<file path="config.mk">
export PLATFORM = sky130hd
export DESIGN_NAME = pipe_sum
export DESIGN_NICKNAME = d
export VERILOG_FILES = /design/src/rtl/pipe_sum.sv
export SDC_FILE = /design/constraint.sdc
export NUM_CORES = 1
export LEC_CHECK = 0
export CORE_MARGIN = 8
export CORE_UTILIZATION = 40
export CTS_CLUSTER_DIAMETER = 200
export DETAILED_ROUTE_END_ITERATION = 12
export DONT_BUFFER_PORTS = 1
export GPL_TIMING_DRIVEN = 0
export PLACE_DENSITY = 0.64
export SLEW_MARGIN = 10
export SYNTH_ARGS = -nofsm -noshare
export SYNTH_HDL_FRONTEND = slang
export SYNTH_SLANG_ARGS = --single-unit
</file>
<file path="constraint.sdc">
create_clock -name clk -period 2.4 [get_ports clk]
set_input_delay 0 -clock clk [delete_from_list [all_inputs] [get_ports clk]]
set_output_delay 0 -clock clk [all_outputs]
set_load 0.05 [all_outputs]
</file>
<file path="src/rtl/pipe_sum.sv">
// Pipelined add/subtract: operands are consumed one CHUNK-bit slice per stage,
// with the carry travelling alongside the data and valid/ready backpressure per stage.
module pipe_sum #(
    parameter int BUS_WIDTH = 32,
    parameter int STAGES    = 4
) (
    input  logic                 clk,
    input  logic                 arst,
    input  logic [BUS_WIDTH-1:0] sum_in1,
    input  logic [BUS_WIDTH-1:0] sum_in2,
    input  logic                 sum_in_sub,
    input  logic                 sum_in_en,
    output logic                 sum_in_ready,
    output logic [BUS_WIDTH-1:0] sum_out,
    output logic                 sum_out_en,
    input  logic                 sum_out_ready,
    output logic                 carry_bit_out,
    output logic                 overflow_out
);

    localparam int CHUNK = BUS_WIDTH / STAGES;
    localparam int LAST  = STAGES - 1;

    if (STAGES < 1 || STAGES > BUS_WIDTH || (BUS_WIDTH % STAGES) != 0) begin : g_bad_params
        $error("pipe_sum: STAGES must be in 1..BUS_WIDTH and divide BUS_WIDTH");
    end

    // Handshake: a stage moves data forward on a rising edge when its ready is 1.
    // ready_k = !valid_k || ready_{k+1}, and the last stage uses sum_out_ready,
    // so an empty slot anywhere lets everything upstream of it advance.
    logic [STAGES-1:0] rdy;

    for (genvar k = 0; k < STAGES; k++) begin : g_stage
        // Operand bits still to be summed when entering stage k (low slice is consumed here).
        localparam int REM = BUS_WIDTH - k * CHUNK;

        logic [REM-1:0]           a_src;
        logic [REM-1:0]           b_src;
        logic                     c_src;
        logic                     v_src;
        logic [CHUNK:0]           slice_sum;
        logic [(k+1)*CHUNK-1:0]   s_d;
        logic [(k+1)*CHUNK-1:0]   s_q;
        logic                     c_q;
        logic                     v_q;

        if (k == 0) begin : g_in
            assign a_src = sum_in1;
            assign b_src = sum_in_sub ? ~sum_in2 : sum_in2;
            assign c_src = sum_in_sub;
            assign v_src = sum_in_en;
            assign s_d   = slice_sum[CHUNK-1:0];
        end else begin : g_chain
            assign a_src = g_stage[k-1].g_ops.a_q;
            assign b_src = g_stage[k-1].g_ops.b_q;
            assign c_src = g_stage[k-1].c_q;
            assign v_src = g_stage[k-1].v_q;
            assign s_d   = {slice_sum[CHUNK-1:0], g_stage[k-1].s_q};
        end

        assign slice_sum = {1'b0, a_src[CHUNK-1:0]} + {1'b0, b_src[CHUNK-1:0]}
                         + {{CHUNK{1'b0}}, c_src};

        if (k == LAST) begin : g_rdy_last
            assign rdy[k] = !v_q || sum_out_ready;
        end else begin : g_rdy_mid
            assign rdy[k] = !v_q || rdy[k+1];
        end

        // Data only moves with a real transaction; bubbles leave the old contents in place.
        always_ff @(posedge clk or negedge arst) begin
            if (!arst) begin
                v_q <= 1'b0;
                c_q <= 1'b0;
                s_q <= '0;
            end else if (rdy[k]) begin
                v_q <= v_src;
                if (v_src) begin
                    c_q <= slice_sum[CHUNK];
                    s_q <= s_d;
                end
            end
        end

        if (k < LAST) begin : g_ops
            logic [REM-CHUNK-1:0] a_q;
            logic [REM-CHUNK-1:0] b_q;

            always_ff @(posedge clk) begin
                if (rdy[k] && v_src) begin
                    a_q <= a_src[REM-1:CHUNK];
                    b_q <= b_src[REM-1:CHUNK];
                end
            end
        end else begin : g_out
            logic ovf_d;
            logic ovf_q;

            // The top slice carries the operand MSBs, so overflow is decided here.
            assign ovf_d = (a_src[REM-1] == b_src[REM-1]) && (slice_sum[CHUNK-1] != a_src[REM-1]);

            always_ff @(posedge clk or negedge arst) begin
                if (!arst) begin
                    ovf_q <= 1'b0;
                end else if (rdy[k] && v_src) begin
                    ovf_q <= ovf_d;
                end
            end
        end
    end

    assign sum_in_ready  = rdy[0];
    assign sum_out_en    = g_stage[LAST].v_q;
    assign sum_out       = g_stage[LAST].s_q;
    assign carry_bit_out = g_stage[LAST].c_q;
    assign overflow_out  = g_stage[LAST].g_out.ovf_q;

endmodule

</file>
==> qor.yml, run 1 <==
synth:
  synth-seq-cells: 185
  synth-main-ff-cell: "edfxtp_1"
  synthCells: 557
  synth.largest_area_cell: "edfxtp_1"
  syn_area_per_cell_sq_um: 13.88
  synth.most_common_cell: "edfxtp_1"
  yosys-top-cells-area: "edfxtp_1, dfrtp_1, mux2_2, xor2_1, ha_1"
  synth_cell_types: 48
  yosys-top-cells-count: "edfxtp_1, dfrtp_1, nand2_1"
  yosysSeqAreaShare: 0.6612
  async_reset_ff_frac: 0.4811
  synth_area_sq_um: 7729
  synth-edff-count: 96
  syn_nets: 661
  yosysWarnings: 0
  synth_top_area_share: 0.3730
setup_path:
  cp_max_fo: 10
  worstPathRequired_ps: 2760
  critPathArrivalTime_ps: 2740
  worstSetupStartpointType: "register"
  timing_worst_setup_path_type: "register to register"
  end_kind: "register"
floorplan:
  fp.dieH_um: 155
  rows: 51
  die_x_um: 155
  initial_core_util: 0.4024
  die_area_sq_um: 24030
  core-area_sq_um: 19210
  ios: 105
place:
  dp_cells: 822
  io_buffer_count: 0
  place_hpwl_um: 10220
  gp_congestion: 0.8650
  placed_area_sq_um: 8083
timing:
  finalHoldViolations: 0
  rsz0062_at_grt: "true"
  tightest_slew_ps: 600.6
  drv_slew: 0
  max_freq_mhz: 420.8
  timing.slew.headroom: 0.5987
  clock_skew_ps: 6.998
  layout_min_cycle_time_ps: 2376
  period_share: 0.9902
  setup_viol: 0
cts:
  clk_latency_ps: 420
  h-tree-depth: 4
  cts_sinks: 185
  cts_buffers: 17
  clockBufferDepth: 2
  clk_pin_slew_ps: 70
  cts_root_buffer: "clkbuf_16"
  cts_tree: "built"
pwr:
  power_mw: 10.18
  ir_drop_mv: 0.4931
  power_leakage_nw: 3.852
  power_density_nw_per_um2: 1083
flow_run:
  maxCapViolCount: 0
cells_and_area:
  multi_input_area_sq_um: 2509
  final-seq-area_sq_um: 5111
  layout-area-overhead-vs-synth_pct: 21.66
  finish.instance_area_sq_um: 9403
  antenna_cells: 0
  final_nets: 747
  fin_cells: 921
  fill_cells: 1661
  layout-drive-gt1-share: 0.1524
route:
  vias: 4383
  drtIter0Drc: 213
  drt_first_pass_iters: 4
  drc: 0
  antenna_left: 0
  vias_per_cell: 4.759
  finalWirelength_um: 15180
  avgRoutedWirePerCell_um: 16.48
worst_hold_path:
  hp-class: "input pin to register"
global_route:
  grt_pass1_vias: 4569
  met3_usage: 0.04438
  antenna_found_initial: 0
  grt_busiest_layer: "met2"
  gr-usage-met2: 0.2294
  grt_pass1_wl_um: 23810
  grt_overflow: 0
  grt_max_degree: 90
  grt.total_usage: 0.1291
  globalRouteMet1Util: 0.1420
run_status:
  status: "finished, final reports clean"
## placed cells by master, fill, tap and decap left out, types with 17 or more instances in the layout
master,instances
clkbuf_16,17
mux2_2,32
ha_1,28
nand2_1,87
edfxtp_1,96
nor2_1,17
inv_1,17
xor2_1,41
dlygate4sd3_1,59
o21ai_0,22
dfrtp_1,88
## per-layer routing
layer,vias to the layer above,part of all wire,wire length [um]
li1,2144,-,-
met1,2143,0.41,6233
met2,78,0.53,7987
met3,18,0.051,769
met4,0,0.013,190
met5,-,0,0
## state kept, by name, summed over array words and instances, names as in the netlist
signal / count
g_stage.c_q: 3
overflow_out: 1
g_stage.v_q: 3
g_stage.g_ops.b_q: 48
g_stage.s_q: 48
sum_out: 32
carry_bit_out: 1
g_stage.g_ops.a_q: 48
sum_out_en: 1
## cell families (layout without fill, tap and decap cells)
| group | Yosys count | after routing | synth area share |
|---|---|---|---|
| adders and majority gates | 35 | 35 | 0.06346 |
| buffers and inverters | 36 | 135 | 0.01943 |
| DFF | 185 | 185 | 0.6612 |
| xor gates and xnor gates | 49 | 49 | 0.05553 |
| and+or+nand+nor | 134 | 134 | 0.07690 |
| AOI/OAI and AO/OA | 81 | 81 | 0.06929 |
| muxes | 37 | 37 | 0.05423 |
## per-stage QoR
| step | setup WS, ps | hold slack, ps | setup TNS, ps | util |
|---|---|---|---|---|
| finish | 23.52 | 31.53 | 0 | 0.4895 |
| global route | -73.25 | 31.55 | -117.1 | 0.4895 |
| CTS | -308.2 | 1.127 | -308.2 | 0.4868 |
| detailed placement | -641.9 | -291.6 | -9305 | 0.4208 |
| global placement | -599.6 | -291.5 | -10560 | 0.4208 |
| floorplan | -19.25 | -295.6 | -19.25 | - |
## area by class of cell
class,count,share of cell area
flip-flops and latches,185,0.5436
multi-input cells,336,0.2668
repair buffers,65,0.06973
clock buffers,18,0.04564
well taps,265,0.03526
clock inverters,14,0.02063
plain buffers,16,0.008383
inverters,20,0.008383
repair inverters,2,0.001597
## final timing paths
kind / from / endpoint / cells after the start / slack (ps)
setup reg to reg: sum_out_en / g_stage[0].c_q / 7 / 20
max in group asynchronous: arst / sum_out_en / 2 / 1870
min in group asynchronous: arst / g_stage[0].s_q[7] / 2 / 180
setup / recovery: sum_out_en / g_stage[0].c_q / 7 / 20
hold reg to reg: g_stage[1].g_ops.b_q[14] / g_stage[2].g_ops.b_q[6] / 0 / 420
hold / removal: sum_in1[6] / g_stage[0].s_q[6] / 3 / 30
## where the power goes
group | internal [mW] | switching (mW) | total, mW
registers | 4.15 | 1.47 | 5.62
clock network | 1.75 | 1.18 | 2.93
logic | 0.788 | 0.841 | 1.63
total | 6.69 | 3.49 | 10.2
## what timing repair did
item | CTS | global route
endpoints found under the hold margin | 147 | 0
setup buffers | 1 | 4
resized for setup | 5 | 5
pin swaps | 1 | 1
hold buffers | 60 | 0
setup endpoints to repair | 60 | 6
gates cloned | 1 | 1
## critical path, stage by stage (launching register included)
cell           delay (ps)
dfrtp_2               580
nand4b_4              190
o21ai_4               390
buf_4                 250
nor3_1                 60
a21oi_1               130
o41a_1                150
dlygate4sd3_1         540
(Power assumes the default switching activity.)
==> run 2: changes to the inputs <==
--- a/config.mk
+++ b/config.mk
@@ -5,13 +5,14 @@
 export SDC_FILE = /design/constraint.sdc
 export NUM_CORES = 1
 export LEC_CHECK = 0
+export CORE_ASPECT_RATIO = 2
 export CORE_MARGIN = 8
-export CORE_UTILIZATION = 40
+export CORE_UTILIZATION = 45
 export CTS_CLUSTER_DIAMETER = 200
 export DETAILED_ROUTE_END_ITERATION = 12
 export DONT_BUFFER_PORTS = 1
 export GPL_TIMING_DRIVEN = 0
-export PLACE_DENSITY = 0.64
+export PLACE_DENSITY = 0.7
 export SLEW_MARGIN = 10
 export SYNTH_ARGS = -nofsm -noshare
 export SYNTH_HDL_FRONTEND = slang
==> run 2 against run 1 <==
- power down 0.69%
- wire length is 2.5% lower
- via count hardly changed
- register-to-register slack better by 80 ps
- critical path depth did not move
- global-route usage up 1.2 points
- design area shrank 0.73%
- worst hold slack improved by 1.9 ps
- sequential power is 0.7% lower
- core utilization rose by 5.9 points
- clock power about the same
- highest routed layer unchanged
==> qor.yml, run 2 (synthesis gave the netlist of run 1 again) <==
cts:
  clk_pin_slew_ps: 70
  cts_tree: "built"
  h-tree-depth: 4
  cts_buffers: 17
  cts_sinks: 185
  clk_latency_ps: 430
  clockBufferDepth: 2
  cts_root_buffer: "clkbuf_16"
flow_run:
  maxCapViolCount: 0
global_route:
  grt_pass1_wl_um: 23590
  antenna_found_initial: 0
  grt_overflow: 0
  grt_pass1_vias: 4672
  grt_max_degree: 90
  grt.total_usage: 0.1408
cells_and_area:
  fill_cells: 1363
  antenna_cells: 0
  layout_commonest_cell: "edfxtp_1"
  final_nets: 747
  reg_top3: "g_stage.g_ops.a_q: 48 flops, g_stage.g_ops.b_q: 48 flops, g_stage.s_q: 48 flops"
  finish.instance_area_sq_um: 9334
  layout-area-overhead-vs-synth_pct: 20.77
  layout-drive-gt1-share: 0.1555
  layout_common_cells: "edfxtp_1, dfrtp_1, nand2_1"
floorplan:
  fp.dieH_um: 201.3
  die_area_sq_um: 21880
  die_x_um: 108.7
  rows: 68
  initial_core_util: 0.4542
  core-area_sq_um: 17020
  ios: 105
setup_path:
  crit_start: "g_stage[2].c_q"
  cp-endpoint: "carry_bit_out"
  r2r_end: "carry_bit_out"
  critPathSlowestCell: "fa_2"
  worstPathRequired_ps: 2720
  slowest_delay_ps: 440
  critPathArrivalTime_ps: 2620
  end_kind: "register"
  cp_max_fo: 3
  r2r-start: "g_stage[2].c_q"
  timing.reg2reg.worst_path_depth: 7
  ff2ff_setup_slack_ps: 100
  worstSetupStartpointType: "register"
  timing_worst_setup_path_type: "register to register"
  path_cells: "fa_2 > fa_1 > a21o_1 > a21oi_2 > nor2_1 > o31a_1 > o21a_1"
timing:
  timing.slew.headroom: 0.5510
  clock_skew_ps: 11.04
  holdWs_ps: 33.47
  layout_setup_ws_ps: 103.7
  layout_min_cycle_time_ps: 2296
  period_share: 0.9568
  setup_viol: 0
  drv_slew: 0
  rsz0062_at_grt: "false"
  finalHoldViolations: 0
  tightest_slew_ps: 669.9
  max_freq_mhz: 435.5
route:
  antenna_left: 0
  vias_per_cell: 5.065
  vias: 4386
  finalWirelength_um: 14790
  drc: 0
  avgRoutedWirePerCell_um: 17.08
  drt_first_pass_iters: 4
  drtIter0Drc: 128
pwr:
  power_leakage_nw: 3.858
  ir_drop_mv: 0.6682
  power_density_nw_per_um2: 1083
place:
  io_buffer_count: 0
  place_hpwl_um: 9933
  dp_slack_ps: -510.3
  gp_congestion: 0.8307
  placed_area_sq_um: 8013
run_status:
  status: "finished, final reports clean"
worst_hold_path:
  hp-class: "input pin to register"
==> run 2: changes by cell type in the layout (fill, tap and decap cells not counted), moves of 2 or more <==
| cell | previous run | this run |
|---|---|---|
| bufinv_16 | 4 | 2 |
| clkinv_1 | 2 | 0 |
| clkinv_8 | 0 | 2 |
| clkinvlp_4 | 5 | 3 |
| inv_8 | 1 | 6 |
==> run 2: timing repair <==
item                       CTS  global route
cloned                       1             1
hold endpoints to repair   147             0
setup endpoints to repair   78            12
buffers inserted             0             5
hold buffers                61             0
resized for setup            4             5
pin swaps                    0             3
==> run 2: how the worst min path moves through the flow <==
stage | cells past startpoint | start | to | slack, ps
3_5_place_dp | 0 | arst | g_stage[2].s_q[3] | -290
2_1_floorplan | 0 | arst | carry_bit_out | -300
5_1_grt | 3 | sum_in1[4] | g_stage[0].s_q[4] | 20
4_1_cts | 3 | sum_in1[2] | g_stage[0].s_q[2] | 10
6_report | 3 | sum_in1[2] | g_stage[0].s_q[2] | 30
3_3_place_gp | 0 | arst | sum_out[3] | -290
==> run 2: routing by layer <==
metal,GRT usage,share of wire,vias to the layer above
met5,0,0,-
met3,0.04358,0.063,18
met2,0.2455,0.54,102
li1,-,-,2139
met4,0.05711,0.022,0
met1,0.1517,0.38,2127
==> run 2: area by class of cell <==
type / instances / area, sq um / share of cell area
sequential: 185 / 5111 / 0.5476
multi-input combinational: 336 / 2501 / 0.2680
timing repair buffer: 66 / 665.6 / 0.07131
clock buffer: 17 / 425.4 / 0.04558
tap: 210 / 262.8 / 0.02815
clock inverter: 15 / 202.7 / 0.02172
inverter: 20 / 78.83 / 0.008445
buffer: 15 / 73.82 / 0.007909
timing repair inverter: 2 / 12.51 / 0.001340
==> run 2: worst max-delay path: cells and delay by family, from the launching register on <==
kind	cells	cell delay, ps
AOI/OAI and AO/OA	4	860
adders and majority gates	2	860
DFF	1	410
and+or+nand+nor	1	70
==> run 2: through the flow <==
| step | TNS, ps | util | std cells | total power, mW |
|---|---|---|---|---|
| floorplan | -19.25 | - | 557 | 6.667 |
| global placement | -3834 | 0.4709 | 767 | 7.033 |
| detailed placement | -6359 | 0.4709 | 767 | 7.129 |
| CTS | -216.7 | 0.5454 | 860 | 10.19 |
| global route | 0 | 0.5485 | 866 | 10.65 |
| finish | 0 | 0.5485 | 866 | 10.11 |
==> run 2: report_power, final <==
group | switching, mW | total (mW) | internal, mW | leakage (nW)
logic | 0.818 | 1.60 | 0.786 | 1.54
clock network | 1.32 | 2.92 | 1.60 | 0.305
registers | 1.44 | 5.58 | 4.15 | 2.01
total | 3.57 | 10.1 | 6.54 | 3.86
==> run 3: changes to the inputs <==
--- a/config.mk
+++ b/config.mk
@@ -5,6 +5,7 @@
 export SDC_FILE = /design/constraint.sdc
 export NUM_CORES = 1
 export LEC_CHECK = 0
+export ABC_AREA = 1
 export CORE_ASPECT_RATIO = 2
 export CORE_MARGIN = 8
 export CORE_UTILIZATION = 45
==> run 3 against run 2 <==
- design area is 0.97% higher
- clock power is 11% lower
- register-to-register slack improved by 220 ps
- clock-buffer cell count did not move
- critical path depth rose by 4
- wire length down 6.4%
- first-iteration DRC count grew 70%
- largest cell class unchanged
- largest power group unchanged
==> qor.yml, run 3 <==
global_route:
  grt_max_degree: 90
  antenna_found_initial: 0
  globalRouteMet1Util: 0.1593
  grt.total_usage: 0.1332
  grt_busiest_layer: "met2"
  met3_usage: 0.04106
  grt_pass1_vias: 4989
  grt_pass1_wl_um: 23540
  gr-usage-met2: 0.2139
  grt_overflow: 0
floorplan:
  initial_core_util: 0.4533
  fp.dieH_um: 203.9
  core-area_sq_um: 17530
  ios: 105
  die_area_sq_um: 22420
  rows: 69
  die_x_um: 110.0
synth:
  syn_area_per_cell_sq_um: 11.36
  synthCells: 699
  synth-main-ff-cell: "edfxtp_1"
  yosysSeqAreaShare: 0.6433
  synth_area_sq_um: 7944
  syn_nets: 803
  synth-edff-count: 96
  yosys-top-cells-area: "edfxtp_1, dfrtp_1, nand2_1, ha_1, xor2_1"
  async_reset_ff_frac: 0.4811
  synth_cell_types: 29
  synth.largest_area_cell: "edfxtp_1"
  synth.most_common_cell: "nand2_1"
  yosysWarnings: 0
  synth-seq-cells: 185
  yosys-top-cells-count: "nand2_1, edfxtp_1, dfrtp_1"
  synth_top_area_share: 0.3629
pwr:
  power_mw: 10.04
  ir_drop_mv: 0.5182
  power_density_nw_per_um2: 1065
  power_leakage_nw: 4.205
cells_and_area:
  layout_commonest_cell: "nand2_1"
  layout-area-overhead-vs-synth_pct: 18.63
  final_nets: 882
  fill_cells: 1495
  postLayoutCoreUtil: 0.5377
  fin_cells: 1004
  reg_top3: "g_stage.g_ops.a_q: 48 flops, g_stage.g_ops.b_q: 48 flops, g_stage.s_q: 48 flops"
  layout_common_cells: "nand2_1, edfxtp_1, dfrtp_1"
  layout-drive-gt1-share: 0.09102
  antenna_cells: 0
timing:
  tightest_slew_ps: 492.9
  max_freq_mhz: 481.9
  timing.slew.headroom: 0.6710
  setup_viol: 0
  period_share: 0.8646
  layout_min_cycle_time_ps: 2075
  rsz0062_at_grt: "false"
  clock_skew_ps: 8.444
  drv_slew: 0
  finalHoldViolations: 0
  fin_setup_tns_ps: 0
setup_path:
  slowest_delay_ps: 570
  end_kind: "register"
  critPathArrivalTime_ps: 2380
  path_cells: "nand2_2 > inv_2 > nand3_4 > nor2_4 > nor2_4 > buf_16 > buf_16 > inv_4 > buf_8 > nand2_2 > o21ai_2"
  timing_worst_setup_path_type: "register to register"
  path_delay_family: "buffers and inverters"
  cp.buffers_inverters: 5
  worstSetupStartpointType: "register"
  r2r-start: "sum_out_en"
  worstPathRequired_ps: 2710
  critPathSlowestCell: "dfrtp_1"
  crit_start: "sum_out_en"
  cp_max_fo: 25
route:
  vias_per_cell: 4.864
  drtIter0Drc: 217
  avgRoutedWirePerCell_um: 13.79
  antenna_left: 0
  vias: 4883
  drc: 0
  drt_first_pass_iters: 7
  finalWirelength_um: 13850
place:
  place_hpwl_um: 10350
  dp_cells: 914
  io_buffer_count: 0
  gp_congestion: 0.8255
cts:
  cts_tree: "built"
  post-cts-setup-buffer-count: 0
  clk_latency_ps: 420
  cts_buffers: 17
  h-tree-depth: 4
  hold_buffers: 58
  cts_sinks: 185
  cts_root_buffer: "clkbuf_16"
  clk_pin_slew_ps: 70
  clockBufferDepth: 2
  cts_resized: 0
run_status:
  status: "finished, final reports clean"
worst_hold_path:
  worstHoldStart: "sum_in1[4]"
  hp-class: "input pin to register"
flow_run:
  maxCapViolCount: 0
==> run 3: cell types whose count changed after synthesis, moves of 10 or more <==
cell,previous run,this run
inv_1,18,55
mux2_2,32,0
nand2_1,87,204
nand3_1,2,37
nand4_1,0,14
o21ai_1,3,17
xor2_1,41,31
==> run 3: layer usage <==
layer / share of wire / wire (um) / up-vias
li1: - / - / 2482
met1: 0.43 / 5946 / 2250
met2: 0.48 / 6706 / 133
met3: 0.064 / 886 / 18
met4: 0.022 / 307 / 0
met5: 0 / 0 / -
==> run 3: kinds of logic after synthesis <==
logic type | Yosys count | share of synthesized area
simple gates | 287 | 0.1550
flops | 185 | 0.6433
buf+inv | 77 | 0.04268
compound gates | 72 | 0.04993
xor+xnor | 43 | 0.04741
fa+ha+maj | 35 | 0.06174
==> run 3: layout make-up <==
cell class	instances	area, sq um	area share
sequential	185	5110	0.5422
multi-input combinational	437	2495	0.2647
timing repair buffer	60	653.1	0.06930
clock buffer	17	425.4	0.04514
tap	213	266.5	0.02828
inverter	58	222.7	0.02363
clock inverter	15	135.1	0.01434
buffer	19	116.4	0.01235
==> run 3: power by group <==
part | internal [mW] | switching, mW | total [mW]
logic | 0.767 | 1.17 | 1.94
registers | 4.16 | 1.36 | 5.52
clock network | 1.36 | 1.22 | 2.59
==> run 3: through the flow <==
stage          instance area, sq um  hold slack, ps  setup WS [ps]
2_1_floorplan                  7944          -295.6          211.2
3_3_place_gp                   8210          -293.0         -179.2
3_5_place_dp                   8265          -293.0          313.7
4_1_cts                        9424           3.358          293.0
5_1_grt                        9424           27.94          179.5
6_report                       9424           20.71          325.0
==> run 3: final timing paths <==
check,endpoint,slack [ps],cells past startpoint
min in group asynchronous,sum_out[12],160,2
worst min register to register,g_stage[1].g_ops.b_q[10],410,0
worst min-delay path,g_stage[0].s_q[4],20,3
worst max register to register,g_stage[0].s_q[3],330,11
worst max-delay path,g_stage[0].s_q[3],330,11
max in group asynchronous,sum_out[29],1880,2
==> run 3: worst register-to-register path: cells and delay by family (launching register included) <==
family          cells  cell delay [ps]
simple gates        5              650
buf+inv             5              700
compound gates      1               50
flops               1              570
